==> src/rtl/path_result_writer_if.sv <==
// Engine-side path stream plus bridge-memory write port of the path result writer.
interface path_result_writer_if;
   logic        start_pulse;
   logic        path_valid;
   logic [15:0] path_node_id;
   logic        path_last;
   logic        no_path;
   logic        path_ready;
   logic [5:0]  address;
   logic [15:0] writedata;
   logic        write;
   logic        busy;
   logic        done;

   modport master (
      output start_pulse, path_valid, path_node_id, path_last, no_path,
      input  path_ready, address, writedata, write, busy, done
   );

   modport slave (
      input  start_pulse, path_valid, path_node_id, path_last, no_path,
      output path_ready, address, writedata, write, busy, done
   );
endinterface

==> src/rtl/path_result_writer.sv <==
// Stacks goal-first path beats in a LIFO and writes them start-first to bridge memory, then count, then status last.
// Latency: first path write the cycle after the last accept, done at N+3; path_ready only while collecting, writes never stall.
module path_result_writer #(
   parameter int RESULT_BASE = 34,
   parameter int MAX_PATH    = 28
) (
   input logic                 clk,
   input logic                 reset,
   path_result_writer_if.slave bus
);
   localparam int PW = $clog2(MAX_PATH + 1);
   localparam int IW = (MAX_PATH > 1) ? $clog2(MAX_PATH) : 1;

   localparam logic [5:0]    ADDR_STATUS = 6'(RESULT_BASE);
   localparam logic [5:0]    ADDR_COUNT  = 6'(RESULT_BASE + 1);
   localparam logic [5:0]    ADDR_PATH   = 6'(RESULT_BASE + 2);
   localparam logic [PW-1:0] PTR_MAX     = PW'(MAX_PATH);
   localparam logic [PW-1:0] PTR_ONE     = PW'(1);

   localparam logic [15:0] ST_BUSY     = 16'h0000;
   localparam logic [15:0] ST_OK       = 16'h0001;
   localparam logic [15:0] ST_NO_PATH  = 16'h0002;
   localparam logic [15:0] ST_OVERFLOW = 16'h0003;

   typedef enum logic [2:0] {
      IDLE, CLEAR, COLLECT, WRITE_PATH, WRITE_COUNT, WRITE_STATUS, DONE
   } state_t;

   state_t          state, state_nxt;
   logic [15:0]     stack [MAX_PATH];
   logic [PW-1:0]   ptr, ptr_nxt;
   logic [PW-1:0]   cnt, cnt_nxt;
   logic            ovf, ovf_nxt;
   logic            np, np_nxt;
   logic            push;
   logic [IW-1:0]   rd_idx, wr_idx;
   logic [15:0]     top;
   logic [5:0]      address, addr_nxt;
   logic [15:0]     writedata, wdata_nxt;
   logic            write, path_ready, busy, done;

   assign bus.address    = address;
   assign bus.writedata  = writedata;
   assign bus.write      = write;
   assign bus.path_ready = path_ready;
   assign bus.busy       = busy;
   assign bus.done       = done;

   assign rd_idx = IW'(ptr - PTR_ONE);
   assign wr_idx = IW'(ptr);
   assign top    = stack[rd_idx];

   // Output registers are loaded one edge ahead, so each write state sees its own word.
   always_comb begin
      state_nxt = state;
      ptr_nxt   = ptr;
      cnt_nxt   = cnt;
      ovf_nxt   = ovf;
      np_nxt    = np;
      addr_nxt  = address;
      wdata_nxt = writedata;
      push      = 1'b0;
      case (state)
         IDLE: begin
            if (bus.start_pulse) begin
               state_nxt = CLEAR;
               addr_nxt  = ADDR_STATUS;
               wdata_nxt = ST_BUSY;
            end
         end
         CLEAR: begin
            ptr_nxt   = '0;
            cnt_nxt   = '0;
            ovf_nxt   = 1'b0;
            np_nxt    = 1'b0;
            state_nxt = COLLECT;
         end
         COLLECT: begin
            if (bus.no_path) begin
               np_nxt    = 1'b1;
               ptr_nxt   = '0;
               cnt_nxt   = '0;
               state_nxt = WRITE_COUNT;
               addr_nxt  = ADDR_COUNT;
               wdata_nxt = 16'h0000;
            end else if (bus.path_valid) begin
               if (ptr < PTR_MAX) begin
                  push    = 1'b1;
                  ptr_nxt = ptr + PTR_ONE;
                  cnt_nxt = cnt + PTR_ONE;
               end else begin
                  ovf_nxt = 1'b1;
               end
               // The final beat is popped straight into the output register as it arrives.
               if (bus.path_last) begin
                  state_nxt = WRITE_PATH;
                  addr_nxt  = ADDR_PATH;
                  wdata_nxt = push ? bus.path_node_id : top;
                  ptr_nxt   = push ? ptr : ptr - PTR_ONE;
               end
            end
         end
         WRITE_PATH: begin
            if (ptr != '0) begin
               wdata_nxt = top;
               ptr_nxt   = ptr - PTR_ONE;
               addr_nxt  = address + 6'd1;
            end else begin
               state_nxt = WRITE_COUNT;
               addr_nxt  = ADDR_COUNT;
               wdata_nxt = 16'(cnt);
            end
         end
         WRITE_COUNT: begin
            state_nxt = WRITE_STATUS;
            addr_nxt  = ADDR_STATUS;
            wdata_nxt = np ? ST_NO_PATH : (ovf ? ST_OVERFLOW : ST_OK);
         end
         WRITE_STATUS: state_nxt = DONE;
         DONE:         state_nxt = IDLE;
         default:      state_nxt = IDLE;
      endcase
   end

   always_ff @(posedge clk or negedge reset) begin
      if (!reset) begin
         state      <= IDLE;
         ptr        <= '0;
         cnt        <= '0;
         ovf        <= 1'b0;
         np         <= 1'b0;
         address    <= '0;
         writedata  <= '0;
         write      <= 1'b0;
         path_ready <= 1'b0;
         busy       <= 1'b0;
         done       <= 1'b0;
      end else begin
         state      <= state_nxt;
         ptr        <= ptr_nxt;
         cnt        <= cnt_nxt;
         ovf        <= ovf_nxt;
         np         <= np_nxt;
         address    <= addr_nxt;
         writedata  <= wdata_nxt;
         write      <= state_nxt inside {CLEAR, WRITE_PATH, WRITE_COUNT, WRITE_STATUS};
         path_ready <= (state_nxt == COLLECT);
         busy       <= state_nxt inside {CLEAR, COLLECT, WRITE_PATH, WRITE_COUNT, WRITE_STATUS};
         done       <= (state_nxt == DONE);
      end
   end

   always_ff @(posedge clk) begin
      if (push) stack[wr_idx] <= bus.path_node_id;
   end
endmodule

==> src/flat_wrapper.sv <==
// flat-port wrapper written by rule: the top's interface ports become plain ports
module path_result_writer_flat 
#(
   parameter int RESULT_BASE = 34,
   parameter int MAX_PATH    = 28
)
  (clk, reset, bus_start_pulse, bus_path_valid, bus_path_node_id, bus_path_last, bus_no_path, bus_path_ready, bus_address, bus_writedata, bus_write, bus_busy, bus_done);
  path_result_writer_if bus_i ();
  input logic clk;
  input logic reset;
  input wire logic [$bits(bus_i.start_pulse)-1:0] bus_start_pulse;
  input wire logic [$bits(bus_i.path_valid)-1:0] bus_path_valid;
  input wire logic [$bits(bus_i.path_node_id)-1:0] bus_path_node_id;
  input wire logic [$bits(bus_i.path_last)-1:0] bus_path_last;
  input wire logic [$bits(bus_i.no_path)-1:0] bus_no_path;
  output wire logic [$bits(bus_i.path_ready)-1:0] bus_path_ready;
  output wire logic [$bits(bus_i.address)-1:0] bus_address;
  output wire logic [$bits(bus_i.writedata)-1:0] bus_writedata;
  output wire logic [$bits(bus_i.write)-1:0] bus_write;
  output wire logic [$bits(bus_i.busy)-1:0] bus_busy;
  output wire logic [$bits(bus_i.done)-1:0] bus_done;
  assign bus_i.start_pulse = bus_start_pulse;
  assign bus_i.path_valid = bus_path_valid;
  assign bus_i.path_node_id = bus_path_node_id;
  assign bus_i.path_last = bus_path_last;
  assign bus_i.no_path = bus_no_path;
  assign bus_path_ready = bus_i.path_ready;
  assign bus_address = bus_i.address;
  assign bus_writedata = bus_i.writedata;
  assign bus_write = bus_i.write;
  assign bus_busy = bus_i.busy;
  assign bus_done = bus_i.done;
  path_result_writer #(.RESULT_BASE(RESULT_BASE), .MAX_PATH(MAX_PATH)) u_core (.clk(clk), .reset(reset), .bus(bus_i));
endmodule
==> config.mk <==
export PLATFORM = sky130hd
export DESIGN_NAME = path_result_writer_flat
export DESIGN_NICKNAME = d
export VERILOG_FILES = /design/src/rtl/path_result_writer_if.sv /design/src/rtl/path_result_writer.sv /design/src/flat_wrapper.sv
export SDC_FILE = /design/constraint.sdc
export NUM_CORES = 1
export LEC_CHECK = 0
export ABC_CLOCK_PERIOD_IN_PS = 6100
export BUFFER_PORTS_ARGS = -buffer_cell sky130_fd_sc_hd__clkbuf_2
export CORE_MARGIN = 2
export CORE_UTILIZATION = 30
export DETAILED_ROUTE_END_ITERATION = 6
export PLACE_DENSITY = 0.45
export SLEW_MARGIN = 15
export SYNTH_ARGS = -nofsm -noshare
export SYNTH_HDL_FRONTEND = slang
export SYNTH_SLANG_ARGS = --single-unit
==> constraint.sdc <==
create_clock -name clk -period 6.1 [get_ports clk]
set_input_delay 1.22 -clock clk [delete_from_list [all_inputs] [get_ports clk]]
set_output_delay 1.22 -clock clk [all_outputs]
set_load 0.02 [all_outputs]
==> out/metrics.csv, run 1 <==
stage,metric,value,unit
placement,dpl cells,1987,
logic_synthesis,area share of the largest cell type after synthesis,0.686,
sta,"Hold Vio Cnt, Final",0,
cts,CTS Hold Bufs,0,
power_and_ir_drop,Clock Power Share,0.283,
power_and_ir_drop,Comb pwr share,0.350,
sta,Clock Skew,21.0,ps
cts,setup bufs post-CTS,0,
floorplanning,Initial Util,0.304,
status,status,"finished, final reports clean",
logic_synthesis,"flops & latches, synth",489,
logic_synthesis,Post-Synth Adder-Cell Area,0.00446,
placement,PortBufs,47,
cells_and_area,Final Cell Area,22700,sq um
logic_synthesis,synthesized area,19600,sq um
logic_synthesis,register area share after synthesis,0.738,
min_path,Hold WC Path Type,reg -> reg,
worst_setup_path,Critical Path End Type,flop,
logic_synthesis,Synth Instances,1104,
logic_synthesis,number of enable flip-flop cells after synthesis,448,
sta,Worst-Margin Slew,1070,ps
logic_synthesis,most frequent cell after synthesis,edfxtp_1,
power_and_ir_drop,P_leak,7.31,nW
logic_synthesis,Post-Syn Nets,1133,
global_route,vias in the first global route,10772,
worst_setup_path,worst-path cell chain,inv_1 -> ha_4 -> buf_12 -> mux4_2 -> nand2_1 -> a21oi_1 -> a2111oi_0 -> o21ai_1,
global_route,initial antenna violation count,5,
logic_synthesis,multiplexer area fraction after synthesis,0.131,
floorplanning,die area,67500,sq um
min_path,Worst Hold Depth,2,
logic_synthesis,Mean Syn Cell Area,17.8,sq um
cts,Clock Tree Root,clkbuf_16,
cts,TritonCTS Sinks,489,
sta,final slew viol count,0,
cts,CTS max path bufs,3,
logic_synthesis,Post-synth top cells,"edfxtp_1, nand2_1, mux4_2, nor2_1, o21ai_0",
worst_setup_path,Critical Path Start Type,flop,
run,Max Cap Viol,0,
placement,Placed Area,21000,sq um
worst_setup_path,CP max FO,60,
sta,Min Hold Slack,490,ps
worst_setup_path,slowest CP cell,ha_4,
cts,clk_lat worst skew,610,ps
sta,RSZ-0062 raised after global routing,no,
cts,"Reg clk slew, reported paths",60,ps
floorplanning,area of the core,64600,sq um
sta,Setup-failing EPs final,0,
cts,H-tree depth,2,
power_and_ir_drop,cell internal pwr,6.88,mW
sta,post-route setup slack,2160,ps
power_and_ir_drop,Reg power frac,0.367,
logic_synthesis,xor/xnor share of the synthesized area,0.00587,
power_and_ir_drop,worst-case vdd ir drop,0.458,mV
routing,vias,10503,
routing,met1 wire length,23.2,mm
global_route,grt total ovfl,0,
cts,number of clock buffers inserted by TritonCTS,53,
logic_synthesis,ys async rst share,0.0838,
floorplanning,die span in x,260,um
routing,Top Metal Used,met5,
cells_and_area,Area Growth Syn to Fin,15.5,%
routing,DR WL met2,24.0,mm
routing,First-pass DRT Iterations,5,
routing,Residual DRC,0,
logic_synthesis,Synth Area in Compound Gates,0.0509,
power_and_ir_drop,Sw Share,0.357,
floorplanning,IO Pins,48,
logic_synthesis,most area-hungry cell type in the Yosys netlist,edfxtp_1,
cells_and_area,fin util,0.351,
worst_setup_path,CP max stage delay,980,ps
sta,min Tclk post-route,3940,ps
worst_setup_path,cell family with most CP delay,adder cells,
placement,hpwl dp,30.3,mm
logic_synthesis,top post-synthesis cells by area,"edfxtp_1, mux4_2, dfrtp_1",
sta,fin crit share,0.646,
routing,Vias/cell,5.04,
cts,CTS tree,built,
worst_setup_path,worst-case reg-to-reg path depth,8,
cells_and_area,Post-Layout Cell Count,2083,
power_and_ir_drop,total power,10.7,mW
global_route,first-pass GRT wire length,75.6,mm
logic_synthesis,largest family of logic cells by synthesized area,multiplexers,
floorplanning,Chip Height,260,um
sta,max_slew headroom,0.290,
routing,Final ANT Viol Nets,0,
cells_and_area,nets@finish,1216,
routing,WL/cell,24.6,um
worst_setup_path,Worst Setup Path Type,reg -> reg,
routing,Routed Wire Length,51.2,mm
routing,WL met3,3.05,mm
global_route,All-Layer GR Usage,0.154,
cells_and_area,Fill cells,6142,
worst_setup_path,Worst Path Arrival,4420,ps
worst_setup_path,WP depth,8,
placement,Final Wtd Congestion,0.807,
logic_synthesis,synth warn,0,
routing,number of DRC markers in iteration 0,838,
sta,fmax,254,MHz
logic_synthesis,Synth Area in Simple Gates,0.0531,
logic_synthesis,Netlist cell types,55,
worst_setup_path,WP data required,6570,ps
cells_and_area,ant diodes,0,
floorplanning,# rows,93,
cts,Resized Gates After CTS,0,
cells_and_area,share of layout cells above drive strength 1,0.245,
logic_synthesis,Most used DFF post-synth,edfxtp_1,
sta,setup tns final,0,ps
global_route,largest net degree at the start of global routing,61,
worst_setup_path,WP buf/inv,2,
power_and_ir_drop,P per Cell Area,472,nW/um^2
placement,DP Worst Slack,2100,ps
power_and_ir_drop,Psw,3.82,mW
[power by group through the flow]
stage	combinational [mW]	sequential, mW	clock (mW)
6_report	3.75	3.92	3.03
5_1_grt	4.08	3.94	3.25
4_1_cts	3.85	3.92	3.11
3_5_place_dp	3.84	3.99	0
3_3_place_gp	3.84	3.99	0
2_1_floorplan	2.54	3.93	0
[registers in the layout, summed over array words and instances, names as in the netlist]
| signal | count |
|---|---|
| u_core.cnt | 5 |
| u_core.bus.busy | 1 |
| u_core.stack | 448 |
| u_core.bus.write | 1 |
| u_core.bus.writedata | 16 |
| u_core.ovf | 1 |
| u_core.bus.address | 6 |
| u_core.ptr | 5 |
| u_core.state | 3 |
| u_core.bus.path_ready | 1 |
| u_core.np | 1 |
| u_core.bus.done | 1 |
[worst reg2reg max path, delay by kind of cell (launching register included)]
family / cells / cell delay, ps
AOI/OAI and AO/OA: 3 / 710
adders and majority gates: 1 / 980
buffers and inverters: 2 / 850
DFF: 1 / 720
muxes: 1 / 450
and+or+nand+nor: 1 / 110
[cells in the final DEF (no fill, tap or decap), drive strengths merged, types with 5 or more instances in the layout]
cell / count
a2111oi: 12
buf: 42
clkbuf: 114
and2: 5
nand3: 15
clkinv: 27
ha: 7
inv: 9
edfxtp: 448
o211ai: 6
dfrtp: 41
o21ai: 58
a21oi: 37
nand2: 146
nor2: 59
mux4: 111
a31oi: 13
xor2: 7
[worst paths after layout]
| check | slack [ps] | start | endpoint |
|---|---|---|---|
| setup / recovery | 2160 | u_core.ptr[0]$_DFFE_PN0P_ | u_core.bus.writedata[5]$_DFFE_PN0P_ |
| hold / removal | 490 | u_core.bus.writedata[6]$_DFFE_PN0P_ | u_core.bus.writedata[6]$_DFFE_PN0P_ |
| setup reg to reg | 2160 | u_core.ptr[0]$_DFFE_PN0P_ | u_core.bus.writedata[5]$_DFFE_PN0P_ |
| hold reg to reg | 490 | u_core.bus.writedata[6]$_DFFE_PN0P_ | u_core.bus.writedata[6]$_DFFE_PN0P_ |
| max in group asynchronous | 4930 | reset | u_core.ptr[0]$_DFFE_PN0P_ |
| min in group asynchronous | 720 | reset | u_core.state[2]$_DFF_PN0_ |
[per-layer routing]
| metal | vias up | track usage |
|---|---|---|
| met5 | - | 0 |
| met2 | 257 | 0.244 |
| li1 | 4572 | - |
| met3 | 66 | 0.0371 |
| met4 | 8 | 0.0388 |
| met1 | 5600 | 0.215 |
[layout make-up]
| type | instances | area [sq um] | area share |
|---|---|---|---|
| clock buffer | 67 | 1410 | 0.0622 |
| clock inverter | 29 | 215 | 0.00950 |
| inverter | 10 | 37.5 | 0.00166 |
| multi-input combinational | 544 | 4890 | 0.216 |
| sequential | 489 | 14500 | 0.639 |
| tap | 855 | 1070 | 0.0472 |
| timing repair buffer | 89 | 563 | 0.0248 |
[logic make-up (layout without fill, tap and decap cells)]
group | Yosys count | count (layout)
adders and majority gates | 7 | 7
buffers and inverters | 71 | 195
xor gates and xnor gates | 11 | 11
DFF | 489 | 489
AOI/OAI and AO/OA | 160 | 160
and+or+nand+nor | 250 | 250
muxes | 116 | 116
Note: power is estimated with default switching activity, not from simulation.
==> run 2: changes to the inputs <==
--- a/config.mk
+++ b/config.mk
@@ -5,7 +5,8 @@
 export SDC_FILE = /design/constraint.sdc
 export NUM_CORES = 1
 export LEC_CHECK = 0
-export ABC_CLOCK_PERIOD_IN_PS = 6100
+export ABC_AREA = 1
+export ABC_CLOCK_PERIOD_IN_PS = 3700
 export BUFFER_PORTS_ARGS = -buffer_cell sky130_fd_sc_hd__clkbuf_2
 export CORE_MARGIN = 2
 export CORE_UTILIZATION = 30
==> constraint.sdc (replaced) <==
create_clock -name clk -period 3.7 [get_ports clk]
set_input_delay 0.74 -clock clk [delete_from_list [all_inputs] [get_ports clk]]
set_output_delay 0.74 -clock clk [all_outputs]
set_load 0.02 [all_outputs]
==> out/metrics.csv, run 2 <==
stage,metric,value,unit,change
cells_and_area,most frequent cells in the layout,"nand2_1, edfxtp_1, nand3_1",,
cts,clk_lat worst skew,620,ps,about the same
logic_synthesis,most area-hungry cell type in the Yosys netlist,edfxtp_1,,
floorplanning,Chip Height,265,um,+2.1%
power_and_ir_drop,P_leak,8.46,nW,+16%
cts,CTS Hold Bufs,0,,unchanged
worst_setup_path,R2R setup slack,620,ps,-1540 ps
logic_synthesis,Post-synth top cells,"nand2_1, edfxtp_1, nand3_1, nor2_1, buf_2",,
global_route,largest net degree at the start of global routing,141,,+130%
routing,Final ANT Viol Nets,0,,unchanged
logic_synthesis,synth warn,0,,unchanged
sta,max_slew headroom,0.313,,+0.0226
global_route,grt total ovfl,0,,unchanged
cts,number of clock buffers inserted by TritonCTS,54,,+1.9%
power_and_ir_drop,P per Cell Area,826,nW/um^2,+75%
cts,Clock Tree Root,clkbuf_16,,
power_and_ir_drop,total power,19.4,mW,+81%
cts,H-tree depth,2,,unchanged
logic_synthesis,number of enable flip-flop cells after synthesis,448,,unchanged
routing,Routed Wire Length,61.9,mm,+21%
cells_and_area,largest reg by FF count,u_core.stack,,
logic_synthesis,ys async rst share,0.0838,,unchanged
sta,min Tclk post-route,3080,ps,-856 ps
routing,Residual DRC,0,,unchanged
cts,"Reg clk slew, reported paths",60,ps,about the same
cells_and_area,largest registers,"u_core.stack (448), u_core.bus.writedata (16), u_core.bus.address (6)",,
placement,Placed Area,21800,sq um,+3.6%
logic_synthesis,Netlist cell types,39,,-29%
logic_synthesis,Synth Instances,1810,,+64%
floorplanning,# rows,95,,+2.2%
global_route,met3 usage,0.0209,,-0.0162
placement,Final Wtd Congestion,0.838,,+3.8%
cells_and_area,share of layout cells above drive strength 1,0.128,,-0.117
logic_synthesis,Post-Syn Nets,1839,,+62%
global_route,GR peak layer,met2,,
floorplanning,IO Pins,48,,unchanged
floorplanning,Initial Util,0.304,,about the same
worst_setup_path,worst-path cell chain,inv_6 -> ha_4 -> inv_4 -> buf_12 -> nor2_1 -> nand2_1 -> nand2_1 -> nor2_1 -> nor2_1 -> nand2_1 -> nand2_1 -> nand2_1 -> nand2_1 -> nand2_1 -> nand2_1,,
sta,RSZ-0062 raised after global routing,no,,
cells_and_area,ant diodes,0,,unchanged
cells_and_area,"most common cell after layout, fill and taps aside",nand2_1,,
sta,Setup-failing EPs final,0,,unchanged
cells_and_area,Area Growth Syn to Fin,14.6,%,
power_and_ir_drop,worst-case vdd ir drop,0.931,mV,+100%
floorplanning,die area,70400,sq um,+4.3%
cts,CTS tree,built,,
routing,WL/cell,22.3,um,-9.2%
logic_synthesis,Mean Syn Cell Area,11.3,sq um,-36%
worst_setup_path,slowest CP cell,dfrtp_4,,
sta,Min Hold Slack,85.9,ps,-404 ps
cells_and_area,max reg flops,448,,unchanged
global_route,vias in the first global route,13508,,+25%
worst_setup_path,Critical Path End Type,flop,,
worst_setup_path,cell mode on critical path,nand2_1,,
sta,setup tns final,0,ps,unchanged
global_route,All-Layer GR Usage,0.175,,+0.0208
global_route,initial antenna violation count,3,,-2
logic_synthesis,synthesized area,20500,sq um,+4.4%
status,status,"finished, final reports clean",,
cts,TritonCTS Sinks,489,,unchanged
routing,vias,13761,,+31%
worst_setup_path,Critical Path Start Type,flop,,
sta,Clock Skew,23.5,ps,+2.50 ps
global_route,met1 Use GR,0.235,,+0.0206
sta,fin crit share,0.834,,+0.188
routing,First-pass DRT Iterations,7,,+2
placement,PortBufs,47,,unchanged
cts,Resized Gates After CTS,0,,unchanged
sta,Worst-Margin Slew,1030,ps,-33.8 ps
run,Max Cap Viol,0,,unchanged
floorplanning,die span in x,265,um,+2.1%
cts,setup bufs post-CTS,0,,unchanged
logic_synthesis,register area share after synthesis,0.707,,-0.0311
cts,CTS max path bufs,3,,unchanged
worst_setup_path,Worst Setup Path Type,reg -> reg,,
sta,"Hold Vio Cnt, Final",0,,unchanged
cells_and_area,nets@finish,1885,,+55%
logic_synthesis,Most used DFF post-synth,edfxtp_1,,
worst_setup_path,WP data required,4210,ps,-2360 ps
logic_synthesis,area share of the largest cell type after synthesis,0.657,,-0.0289
routing,number of DRC markers in iteration 0,1159,,+38%
global_route,met2 Use GR,0.297,,+0.0538
min_path,Hold WC Path Type,in -> async,,
worst_setup_path,Worst Path Arrival,3600,ps,-820 ps
placement,hpwl dp,36.5,mm,+21%
global_route,first-pass GRT wire length,91.2,mm,+21%
logic_synthesis,"flops & latches, synth",489,,unchanged
logic_synthesis,most frequent cell after synthesis,nand2_1,,
worst_setup_path,CP max FO,49,,-18%
sta,final slew viol count,0,,unchanged
cells_and_area,Final Cell Area,23500,sq um,+3.6%
worst_setup_path,CP max stage delay,770,ps,-210 ps
logic_synthesis,top post-synthesis cells by area,"edfxtp_1, nand3_1, nand2_1",,
sta,fmax,324,MHz,+28%
floorplanning,area of the core,67400,sq um,+4.4%
routing,Vias/cell,4.96,,-1.7%
run 2: changes by cell type in the layout (fill, tap and decap cells not counted), moves of 12 or more:
| cell | before | now |
|---|---|---|
| inv_1 | 8 | 22 |
| a21oi_1 | 37 | 18 |
| a2111oi_0 | 12 | 0 |
| nand3_1 | 15 | 395 |
| mux4_2 | 108 | 0 |
| nand2_1 | 146 | 524 |
| o21ai_0 | 53 | 28 |
| nor2_1 | 41 | 102 |
run 2: where the power goes:
part | internal, mW | leakage [nW] | switching, mW | total, mW
sequential | 6.24 | 4.57 | 0.237 | 6.48
combinational | 1.98 | 3.05 | 5.76 | 7.75
clock | 2.94 | 0.833 | 2.23 | 5.17
total | 11.2 | 8.46 | 8.23 | 19.4
run 2: path summary, 6_finish.rpt:
kind	from	endpoint	depth (start not counted)
setup / recovery	u_core.ptr[0]$_DFFE_PN0P_	u_core.bus.writedata[0]$_DFFE_PN0P_	15
hold / removal	reset	u_core.bus.writedata[13]$_DFFE_PN0P_	1
setup reg to reg	u_core.ptr[0]$_DFFE_PN0P_	u_core.bus.writedata[0]$_DFFE_PN0P_	15
hold reg to reg	u_core.bus.writedata[11]$_DFFE_PN0P_	u_core.bus.writedata[11]$_DFFE_PN0P_	2
max in group asynchronous	reset	u_core.bus.write$_DFF_PN0_	2
min in group clk	bus_start_pulse	u_core.state[0]$_DFF_PN0_	3
run 2: layout make-up:
cell class / instances / area (sq um)
Timing Repair Buffer: 96 / 666
Sequential cell: 489 / 14500
Clock buffer: 69 / 1430
Multi-Input combinational cell: 1182 / 5410
Tap cell: 873 / 1090
Clock inverter: 33 / 251
Fill cell: 6682 / 43900
Inverter: 33 / 136
run 2: stage by stage:
| stage | utilization | worst slack, ps | std cells |
|---|---|---|---|
| floorplan | - | 948 | 1810 |
| global placement | 0.323 | 589 | 2673 |
| detailed placement | 0.323 | 591 | 2673 |
| CTS | 0.348 | 577 | 2775 |
| global route | 0.348 | 423 | 2775 |
| finish | 0.348 | 615 | 2775 |
run 2: kinds of logic after synthesis:
group	count (synthesis)	synth area share
adders and majority gates	7	0.00428
DFF	489	0.707
muxes	1	0.000550
AOI/OAI and AO/OA	83	0.0228
xor gates and xnor gates	5	0.00251
and+or+nand+nor	1086	0.229
buffers and inverters	139	0.0335
run 2: worst max-delay path: cells and delay by family (launching register included):
family | cells | cell delay [ps]
adders and majority gates | 1 | 290
buffers and inverters | 3 | 790
and+or+nand+nor | 11 | 1050
DFF | 1 | 770
run 2: routing by layer:
layer | vias up | wire (um)
met5 | - | 0
met1 | 6923 | 27300
li1 | 6448 | -
met4 | 0 | 1450
met2 | 311 | 30700
met3 | 79 | 2510
==> run 3: changes to the inputs <==
--- a/config.mk
+++ b/config.mk
@@ -6,7 +6,7 @@
 export NUM_CORES = 1
 export LEC_CHECK = 0
 export ABC_AREA = 1
-export ABC_CLOCK_PERIOD_IN_PS = 3700
+export ABC_CLOCK_PERIOD_IN_PS = 3200
 export BUFFER_PORTS_ARGS = -buffer_cell sky130_fd_sc_hd__clkbuf_2
 export CORE_MARGIN = 2
 export CORE_UTILIZATION = 30
==> constraint.sdc (replaced) <==
create_clock -name clk -period 3.2 [get_ports clk]
set_input_delay 0.64 -clock clk [delete_from_list [all_inputs] [get_ports clk]]
set_output_delay 0.64 -clock clk [all_outputs]
set_load 0.02 [all_outputs]
==> out/metrics.csv, run 3 (same netlist as run 2, synthesis figures left out) <==
stage,metric,value,unit,change
worst_setup_path,Worst Path Arrival,3170,ps,-430 ps
power_and_ir_drop,P per Cell Area,952,nW/um^2,+15%
worst_setup_path,WP data required,3720,ps,-490 ps
global_route,All-Layer GR Usage,0.176,,+0.00119
floorplanning,Initial Util,0.304,,unchanged
sta,min Tclk post-route,2650,ps,-435 ps
cts,setup bufs post-CTS,0,,unchanged
cells_and_area,nets@finish,1910,,+1.3%
cts,H-tree depth,2,,unchanged
sta,Clock Skew,29.4,ps,+5.87 ps
cells_and_area,most frequent cells in the layout,"nand2_1, edfxtp_1, nand3_1",,
cts,Resized Gates After CTS,0,,unchanged
worst_setup_path,R2R setup slack,550,ps,-60 ps
worst_setup_path,Worst Setup Path Type,reg -> reg,,
sta,Setup-failing EPs final,0,,unchanged
worst_setup_path,worst-case reg-to-reg path depth,12,,-3
routing,vias,13795,,+0.25%
floorplanning,area of the core,67400,sq um,unchanged
cts,clk_lat worst skew,610,ps,about the same
worst_setup_path,Critical Path Start Type,flop,,
status,status,"finished, final reports clean",,
cts,CTS Hold Bufs,0,,unchanged
cts,TritonCTS Sinks,489,,unchanged
routing,First-pass DRT Iterations,5,,-2
cells_and_area,largest reg by FF count,u_core.stack,,
global_route,largest net degree at the start of global routing,145,,+2.8%
floorplanning,IO Pins,48,,unchanged
floorplanning,die area,70400,sq um,unchanged
sta,final slew viol count,0,,unchanged
global_route,initial antenna violation count,3,,unchanged
sta,RSZ-0062 raised after global routing,no,,
global_route,grt total ovfl,0,,unchanged
routing,WL/cell,22.3,um,-0.11%
sta,setup tns final,0,ps,unchanged
routing,Final ANT Viol Nets,0,,unchanged
placement,hpwl dp,39.2,mm,+7.3%
placement,Final Wtd Congestion,0.817,,-2.5%
worst_setup_path,cell family with most CP delay,simple AND/OR/NAND/NOR gates,,
worst_setup_path,WP depth,12,,-3
placement,PortBufs,47,,unchanged
global_route,first-pass GRT wire length,91.8,mm,+0.65%
sta,fin crit share,0.828,,-0.00581
cells_and_area,max reg flops,448,,unchanged
worst_setup_path,slowest CP cell,inv_2,,
worst_setup_path,WP buf/inv,3,,unchanged
cts,number of clock buffers inserted by TritonCTS,53,,-1.9%
floorplanning,# rows,95,,unchanged
floorplanning,die span in x,265,um,unchanged
placement,DP Worst Slack,542,ps,-49.2 ps
sta,max_slew headroom,0.335,,+0.0224
sta,post-route setup slack,551,ps,-64.6 ps
sta,Worst-Margin Slew,998,ps,-33.6 ps
worst_setup_path,CP max FO,33,,-33%
sta,"Hold Vio Cnt, Final",0,,unchanged
cells_and_area,"most common cell after layout, fill and taps aside",nand2_1,,
cts,"Reg clk slew, reported paths",60,ps,about the same
cells_and_area,largest registers,"u_core.stack (448), u_core.bus.writedata (16), u_core.bus.address (6)",,
min_path,Hold WC Path Type,in -> async,,
cts,CTS tree,built,,
cts,Clock Tree Root,clkbuf_16,,
power_and_ir_drop,total power,22.6,mW,+17%
worst_setup_path,cell mode on critical path,nand3_1,,
global_route,vias in the first global route,13690,,+1.3%
routing,Vias/cell,4.94,,-0.40%
run,Max Cap Viol,0,,unchanged
floorplanning,Chip Height,265,um,unchanged
routing,Routed Wire Length,62.3,mm,+0.54%
cells_and_area,Area Growth Syn to Fin,15.8,%,
worst_setup_path,reg2reg start,u_core.ptr[1]$_DFFE_PN0P_,,
power_and_ir_drop,worst-case vdd ir drop,0.722,mV,-22%
worst_setup_path,worst-path cell chain,inv_1 -> ha_1 -> inv_1 -> nand2_1 -> nand2_2 -> inv_2 -> nand3_1 -> nand3_1 -> nand3_1 -> nand3_1 -> nand2_1 -> nand2_1,,
worst_setup_path,Critical Path End Type,flop,,
worst_setup_path,CP max stage delay,520,ps,-250 ps
worst_setup_path,Worst Setup SP,u_core.ptr[1]$_DFFE_PN0P_,,
routing,number of DRC markers in iteration 0,1043,,-10%
sta,fmax,377,MHz,+16%
cells_and_area,share of layout cells above drive strength 1,0.136,,+0.00870
cts,CTS max path bufs,3,,unchanged
routing,Residual DRC,0,,unchanged
cells_and_area,ant diodes,0,,unchanged
power_and_ir_drop,P_leak,8.59,nW,+1.6%
[run 3: metal layers]
| layer | up-vias | routed length, um | global-route usage |
|---|---|---|---|
| li1 | 6486 | - | - |
| met1 | 6902 | 27100 | 0.231 |
| met2 | 308 | 30200 | 0.294 |
| met3 | 99 | 2720 | 0.0270 |
| met4 | 0 | 2270 | 0.0681 |
| met5 | - | 0 | 0 |
[run 3: stage by stage]
step | instances | util | cell area [sq um] | hold WS (ps)
2_1_floorplan | 1810 | - | 20500 | 344
3_3_place_gp | 2699 | 0.327 | 22100 | 492
3_5_place_dp | 2699 | 0.327 | 22100 | 489
4_1_cts | 2793 | 0.352 | 23700 | 150
5_1_grt | 2793 | 0.352 | 23700 | 213
6_report | 2793 | 0.352 | 23700 | 175
[run 3: cell type report]
class	instances	area, sq um
Clock buffer	65	1390
Clock inverter	29	268
Fill cell	6623	43700
Inverter	33	136
Multi-Input combinational cell	1182	5410
Sequential cell	489	14500
Tap cell	873	1090
Timing Repair Buffer	122	936
[run 3: final timing paths]
path                                                        end
max                        u_core.bus.writedata[10]$_DFFE_PN0P_
min                                  u_core.bus.write$_DFF_PN0_
max reg2reg                u_core.bus.writedata[10]$_DFFE_PN0P_
min reg2reg                u_core.bus.writedata[14]$_DFFE_PN0P_
max in group asynchronous  u_core.bus.writedata[12]$_DFFE_PN0P_
min in group clk                      u_core.state[0]$_DFF_PN0_
[run 3: report_power, final]
group	switching, mW	leakage [nW]	internal (mW)
Sequential	0.171	4.57	7.21
Clock	2.48	0.814	3.47
Combinational	6.76	3.21	2.50
Total	9.41	8.59	13.2
